File: src/rtl/plotter_pkg.sv
// Shared definitions for the plotter step generators: per-axis state encoding,
// default timing parameters and the step-period clamp.
package plotter_pkg;

  localparam int unsigned PulseWDefault    = 200;
  localparam int unsigned DirSetupDefault  = 500;
  localparam int unsigned MinPeriodDefault = 1000;

  typedef enum logic [1:0] {
    StIdle,
    StDirSetup,
    StStepHigh,
    StStepLow
  } axis_state_e;

  // Requested periods shorter than the driver minimum are stretched, never rejected.
  function automatic logic [31:0] clamp_period(input logic [31:0] speed,
                                               input logic [31:0] min_period);
    return (speed < min_period) ? min_period : speed;
  endfunction

endpackage

File: src/rtl/cycle_timer.sv
// Loadable 32-bit down-counter; done is high while the count sits at zero, so a
// load of N-1 gives a phase that lasts exactly N cycles.
module cycle_timer (
  input  logic        clock,
  input  logic        reset,
  input  logic        load,
  input  logic [31:0] load_value,
  output logic        done
);

  logic [31:0] count_q, count_d;

  always_comb begin
    count_d = count_q;
    if (load) begin
      count_d = load_value;
    end else if (count_q != '0) begin
      count_d = count_q - 32'd1;
    end
  end

  always_ff @(posedge clock) begin
    if (reset) begin
      count_q <= '0;
    end else begin
      count_q <= count_d;
    end
  end

  assign done = (count_q == '0);

endmodule

File: src/rtl/axis_step_gen.sv
// Step/direction pulse generator for one plotter axis, driven by the processor's
// speed (period in cycles) and direction registers; tracks a signed position.
module axis_step_gen
  import plotter_pkg::*;
#(
  parameter int unsigned PULSE_W    = PulseWDefault,
  parameter int unsigned DIR_SETUP  = DirSetupDefault,
  parameter int unsigned MIN_PERIOD = MinPeriodDefault
) (
  input  logic        clock,
  input  logic        reset,
  input  logic [31:0] speed,
  input  logic [31:0] dir,
  input  logic        home,
  output logic        pin_step,
  output logic        pin_dir,
  output logic [31:0] position,
  output logic        busy
);

  localparam logic [31:0] PulseW    = 32'(PULSE_W);
  localparam logic [31:0] DirSetup  = 32'(DIR_SETUP);
  localparam logic [31:0] MinPeriod = 32'(MIN_PERIOD);

  axis_state_e state_q, state_d;
  logic        pin_step_q;
  logic        pin_dir_q, pin_dir_d;
  logic [31:0] position_q, position_d;
  logic [31:0] period_q, period_d;

  logic        dir_req;
  logic        decide;
  logic        step_start;
  logic        timer_load;
  logic [31:0] timer_value;
  logic        timer_done;

  assign dir_req = (dir != '0);

  cycle_timer u_timer (
    .clock      (clock),
    .reset      (reset),
    .load       (timer_load),
    .load_value (timer_value),
    .done       (timer_done)
  );

  always_comb begin
    state_d     = state_q;
    pin_dir_d   = pin_dir_q;
    period_d    = period_q;
    decide      = 1'b0;
    step_start  = 1'b0;
    timer_load  = 1'b0;
    timer_value = '0;

    unique case (state_q)
      StIdle: begin
        decide = 1'b1;
      end
      StDirSetup: begin
        if (timer_done) begin
          if (speed != '0) begin
            step_start = 1'b1;
          end else begin
            state_d = StIdle;
          end
        end
      end
      StStepHigh: begin
        if (timer_done) begin
          state_d     = StStepLow;
          timer_load  = 1'b1;
          timer_value = period_q - PulseW - 32'd1;
        end
      end
      StStepLow: begin
        decide = timer_done;
      end
    endcase

    if (decide) begin
      if (speed == '0) begin
        state_d = StIdle;
      end else if (dir_req != pin_dir_q) begin
        // Direction flips only here, so the driver always sees a full setup time.
        state_d     = StDirSetup;
        pin_dir_d   = dir_req;
        timer_load  = 1'b1;
        timer_value = DirSetup - 32'd1;
      end else begin
        step_start = 1'b1;
      end
    end

    if (step_start) begin
      state_d     = StStepHigh;
      period_d    = clamp_period(speed, MinPeriod);
      timer_load  = 1'b1;
      timer_value = PulseW - 32'd1;
    end
  end

  always_comb begin
    position_d = position_q;
    if (step_start) begin
      position_d = pin_dir_q ? (position_q - 32'd1) : (position_q + 32'd1);
    end
    if (home) begin
      position_d = '0;
    end
  end

  always_ff @(posedge clock) begin
    if (reset) begin
      state_q    <= StIdle;
      pin_step_q <= 1'b0;
      pin_dir_q  <= 1'b0;
      position_q <= '0;
      period_q   <= '0;
    end else begin
      state_q    <= state_d;
      pin_step_q <= (state_d == StStepHigh);
      pin_dir_q  <= pin_dir_d;
      position_q <= position_d;
      period_q   <= period_d;
    end
  end

  assign pin_step = pin_step_q;
  assign pin_dir  = pin_dir_q;
  assign position = position_q;
  assign busy     = (state_q != StIdle);

endmodule

File: config.mk
export PLATFORM = sky130hd
export DESIGN_NAME = axis_step_gen
export DESIGN_NICKNAME = d
export VERILOG_FILES = /design/src/rtl/plotter_pkg.sv /design/src/rtl/cycle_timer.sv /design/src/rtl/axis_step_gen.sv
export SDC_FILE = /design/constraint.sdc
export NUM_CORES = 1
export LEC_CHECK = 0
export BUFFER_PORTS_ARGS = -buffer_cell sky130_fd_sc_hd__buf_2
export CAP_MARGIN = 0
export CORE_AREA = 3 3 103 129
export DETAILED_ROUTE_END_ITERATION = 8
export DIE_AREA = 0 0 106 132
export PLACE_DENSITY = 0.87
export SLEW_MARGIN = 20
export SYNTH_ARGS = -nofsm -noshare
export SYNTH_HDL_FRONTEND = slang
export SYNTH_HIERARCHICAL = 1
export SYNTH_SLANG_ARGS = --single-unit
File: constraint.sdc
create_clock -name clock -period 4.7 [get_ports clock]
set_input_delay 0.47 -clock clock [delete_from_list [all_inputs] [get_ports clock]]
set_output_delay 0.47 -clock clock [all_outputs]
set_load 0.02 [all_outputs]
==> results.txt <==
In this run the critical register-to-register path is captured at u_timer/count_q[26]$_SDFFE_PP0P_. The worst setup path is captured at a flip-flop. The number of buffers and inverters on the critical path is 3. The sequential-to-total area share from yosys stat came out at 0.2858. The clock transition at the register clock pins on the worst setup and hold paths after CTS is 0.07 ns. During I/O placement, the number of pins put on the boundary was 102. The number of standard cells after synthesis came out at 895.

The post-synthesis net count is 1000. The clock passes through at most 2 buffers. The count of nets left with antenna violations after detail routing is 0. The number of unique standard cell types used by synthesis came out at between 70 and 80. The number of sinks handled by clock tree synthesis came out at 100. During synthesis, Yosys emitted a total of 6 warnings.

Hold repair after CTS inserted 0 buffers. After synthesis, the cell types taking the most area are sky130_fd_sc_hd__dfxtp_1 (29%), sky130_fd_sc_hd__nand2_1 (7.2%), sky130_fd_sc_hd__ha_1 (6.6%). The routed via count divided by cell count is 5.928. The width of the chip came out at around 110 um.

After routing the design area is 7890 um^2. The run finished with clean final reports. The hold path depth came out at 3.

The cell family contributing the most delay on the critical path is simple AND/OR/NAND/NOR gates. The data required time of the critical path came out at 4.99 ns. The synthesis-to-finish area growth came out at 12.65%. The commonest cells after synthesis are sky130_fd_sc_hd__nand2_1 (135), sky130_fd_sc_hd__dfxtp_1 (100), sky130_fd_sc_hd__a21oi_1 (84). The critical path goes through buf_2 > nor4_1 > nand4_1 > nor4_4 > and4_4 > nor3_2 > and2_4 > nor2_1 > nand2_1 > buf_4 > or3_1 > buf_4 > o21ai_2. The clock reaches the later pin of the worst-skew pair after 0.36 ns. The max-slew violation count came out at 0.

In this run the critical register-to-register path is launched from u_timer/count_q[0]$_SDFFE_PP0P_. Summed over all instances, the cell type with the most area after synthesis is sky130_fd_sc_hd__dfxtp_1. The ratio of cells with drive above 1 in the final layout is 0.1858. Summing every instance area after synthesis gives roughly 7000 um^2.

The worst setup margin came out at approximately 0.74 ns. The post-place instance area is 7602 um^2. Clock skew on the completed layout was measured at approximately 0.0095 ns. The delay of the slowest critical-path stage is 0.80 ns. The number of nets in the layout came out at 1085. The slew at the pin with the worst max-slew slack came out at 0.9754 ns.

The most numerous cell type found on the critical path is sky130_fd_sc_hd__buf_4. The sum of routed wire length over all layers came out at 18200 um. Routability-driven placement finished with a final weighted congestion of 0.9948. Yosys instantiated no cell more often than sky130_fd_sc_hd__nand2_1. The worst hold path terminates at period_q[29]$_SDFFE_PP0N_. Across the run, the number of max-cap violations was 0. The type of the tightest min-delay check is in -> reg. The die outline area came out at about 14000 um^2. The maximum clock frequency came out at 0.2525 GHz.

In this run, post-CTS repair resized a total of 0 instances. The share of synthesized area in the top cell type comes to 0.2858. The setup TNS after final layout is 0 ns. The maximum vdd ir drop is 403.7 uV. The first-iteration detailed-routing DRC count is roughly 320. The total leakage power came out at 3.325 nW.

The master of the slowest instance on the critical path is sky130_fd_sc_hd__nor4_1. Setup repair after global routing left no endpoint under its margin. The cell row count is 45. The first detailed-routing pass ran for 5 iterations. The largest net degree at the start of global routing came out at between 60 and 70.

The final standard cell utilization of the core is 0.6488. The average cell area after synthesis came out at 7.826 um^2. The initial core utilization is 0.5759. The average wire per cell in the routed design is 15.84 um. Power spread over the standard cell area amounts to 687.3 nW/um^2. The total via count in the routed design came out at between 6000 and 7000. The initial antenna violation count came out at 0. Summed over all layers, the global routing overflow is 0.

The worst register-to-register path has a depth of 16. Of all nets on the critical path, the largest fanout is 11. The total track usage came out at 0.2587. The number of flops mapped to enable cells by yosys came out at 0. The standard cell core area came out at 12160 um^2. The overall power consumption came out at approximately 5.4 mW.

The final setup violation count is 0. The data arrival time of the worst path came out at 4.25 ns. The antenna diode instance count is 0. The total setup buffers inserted after CTS is 0.

The most used flip-flop cell after synthesis is sky130_fd_sc_hd__dfxtp_1. The worst setup path is launched from an input port. In this run the register-to-register setup slack is 0.77 ns. In this run the number of H-tree levels came out at 3. The final hold violation count came out at 0.

The worst slack at placement came out at 0.4686 ns. The die span in y is between 100 and 150 um. The total of buffers placed on input and output ports is 101.

The headroom to the max-slew limit came out at 0.3473. The number of global-route vias before repair came out at 6637. The post-route fraction of the period consumed by the critical path is 0.8426. The minimum clock period after layout is between 3 and 4 ns. CTS placed an instance of sky130_fd_sc_hd__clkbuf_16 at the clock tree root. The post-route DRC violation count is 0. The fraction of synthesis flops using an asynchronous set or reset pin is 0. The flip-flop and latch count after synthesis came out at 100.

TritonCTS built the clock tree. The total half-perimeter wirelength after legalization and detailed placement came out at 13600 um. The startpoint identified for the worst hold timing path is speed[29]. The first-pass GRT wire length came out at 30290 um. The critical path is of the in -> reg type. The number of CTS-inserted buffers is 9.
state kept, by name, summed over array words and instances (netlist names):
| name | count |
|---|---|
| position | 32 |
| period_q | 32 |
| pin_dir | 1 |
| pin_step | 1 |
| state_q | 2 |
| u_timer/count_q | 32 |
metrics by stage:
stage / hold WS [ns] / std cells
2_1_floorplan: 0.4443 / 895
3_3_place_gp: 0.4555 / 1133
3_5_place_dp: 0.4637 / 1133
4_1_cts: 0.3488 / 1149
5_1_grt: 0.3715 / 1149
6_report: 0.3578 / 1149
cell usage in the layout (no fill, tap or decap), types with 6 or more instances in the layout:
| cell type | instances |
|---|---|
| sky130_fd_sc_hd__a21o_1 | 20 |
| sky130_fd_sc_hd__a21oi_1 | 83 |
| sky130_fd_sc_hd__a31oi_1 | 9 |
| sky130_fd_sc_hd__buf_2 | 101 |
| sky130_fd_sc_hd__buf_4 | 13 |
| sky130_fd_sc_hd__clkbuf_16 | 9 |
| sky130_fd_sc_hd__dfxtp_1 | 100 |
| sky130_fd_sc_hd__ha_1 | 37 |
| sky130_fd_sc_hd__inv_1 | 19 |
| sky130_fd_sc_hd__nand2_1 | 135 |
| sky130_fd_sc_hd__nand2b_1 | 16 |
| sky130_fd_sc_hd__nand3_1 | 21 |
| sky130_fd_sc_hd__nand3b_1 | 16 |
| sky130_fd_sc_hd__nand4_1 | 13 |
| sky130_fd_sc_hd__nand4b_1 | 8 |
| sky130_fd_sc_hd__nor2_1 | 61 |
| sky130_fd_sc_hd__nor2_2 | 9 |
| sky130_fd_sc_hd__nor2_4 | 11 |
| sky130_fd_sc_hd__nor2b_1 | 8 |
| sky130_fd_sc_hd__nor3_1 | 30 |
| sky130_fd_sc_hd__nor4_1 | 27 |
| sky130_fd_sc_hd__o211a_1 | 8 |
| sky130_fd_sc_hd__o21a_1 | 11 |
| sky130_fd_sc_hd__o21ai_0 | 26 |
| sky130_fd_sc_hd__o21ai_1 | 7 |
| sky130_fd_sc_hd__o21ai_2 | 10 |
| sky130_fd_sc_hd__or2_2 | 6 |
| sky130_fd_sc_hd__or3_1 | 11 |
| sky130_fd_sc_hd__or4_1 | 10 |
| sky130_fd_sc_hd__xnor2_1 | 37 |
| sky130_fd_sc_hd__xor2_1 | 28 |
power by group:
part	switching (mW)	internal [mW]
logic	2.11	1.26
clock network	0.360	0.368
registers	0.247	1.08
total	2.72	2.71
cells by family after synthesis:
kind of cell / count (synthesis) / share of synthesized area
adders and majority gates: 38 / 0.06895
AOI/OAI and AO/OA: 221 / 0.2028
xor gates and xnor gates: 65 / 0.08128
DFF: 100 / 0.2858
buffers and inverters: 61 / 0.04323
muxes: 5 / 0.007324
and+or+nand+nor: 405 / 0.3106
layout make-up:
type                            count  area (um^2)
Clock buffer                        9        225.2
Clock inverter                      7        56.30
Fill cell                        1070         4272
Inverter                           21        80.08
Multi-Input combinational cell    734         4718
Sequential cell                   100         2002
Tap cell                          164        205.2
Timing Repair Buffer              114        603.1
worst max-delay path by stage:
stage | cells past startpoint | startpoint | to
after CTS | 13 | speed[11] | u_timer/count_q[16]$_SDFFE_PP0P_
after global placement | 13 | speed[11] | u_timer/count_q[12]$_SDFFE_PP0P_
after global routing | 16 | u_timer/count_q[1]$_SDFFE_PP0P_ | u_timer/count_q[31]$_SDFFE_PP0P_
after detailed placement | 13 | speed[11] | u_timer/count_q[11]$_SDFFE_PP0P_
final | 13 | speed[11] | u_timer/count_q[10]$_SDFFE_PP0P_
after floorplan | 19 | u_timer/count_q[0]$_SDFFE_PP0P_ | u_timer/count_q[10]$_SDFFE_PP0P_
metal layers:
layer / wire (um) / global-route usage / vias to the layer above
li1: - / - / 3392
met1: 7210 / 0.2963 / 3187
met2: 9408 / 0.4688 / 191
met3: 985 / 0.03920 / 41
met4: 590 / 0.1181 / 0
met5: 0 / 0 / -
worst register-to-register path: stages (launching register included):
cell                       delay [ns]
sky130_fd_sc_hd__dfxtp_1         0.33
sky130_fd_sc_hd__inv_1           0.07
sky130_fd_sc_hd__ha_1            0.19
sky130_fd_sc_hd__or4b_2          0.68
sky130_fd_sc_hd__nor3_2          0.20
sky130_fd_sc_hd__buf_4           0.18
sky130_fd_sc_hd__nand3_2         0.14
sky130_fd_sc_hd__clkinv_2        0.19
sky130_fd_sc_hd__a21oi_1         0.14
sky130_fd_sc_hd__nor2_1          0.13
sky130_fd_sc_hd__o21ai_0         0.18
sky130_fd_sc_hd__a21oi_4         0.18
sky130_fd_sc_hd__nor2_1          0.10
sky130_fd_sc_hd__nand2_1         0.14
sky130_fd_sc_hd__clkinv_1        0.25
sky130_fd_sc_hd__a21oi_1         0.54
sky130_fd_sc_hd__o211a_1         0.23
Note: power is estimated with default switching activity, not from simulation.
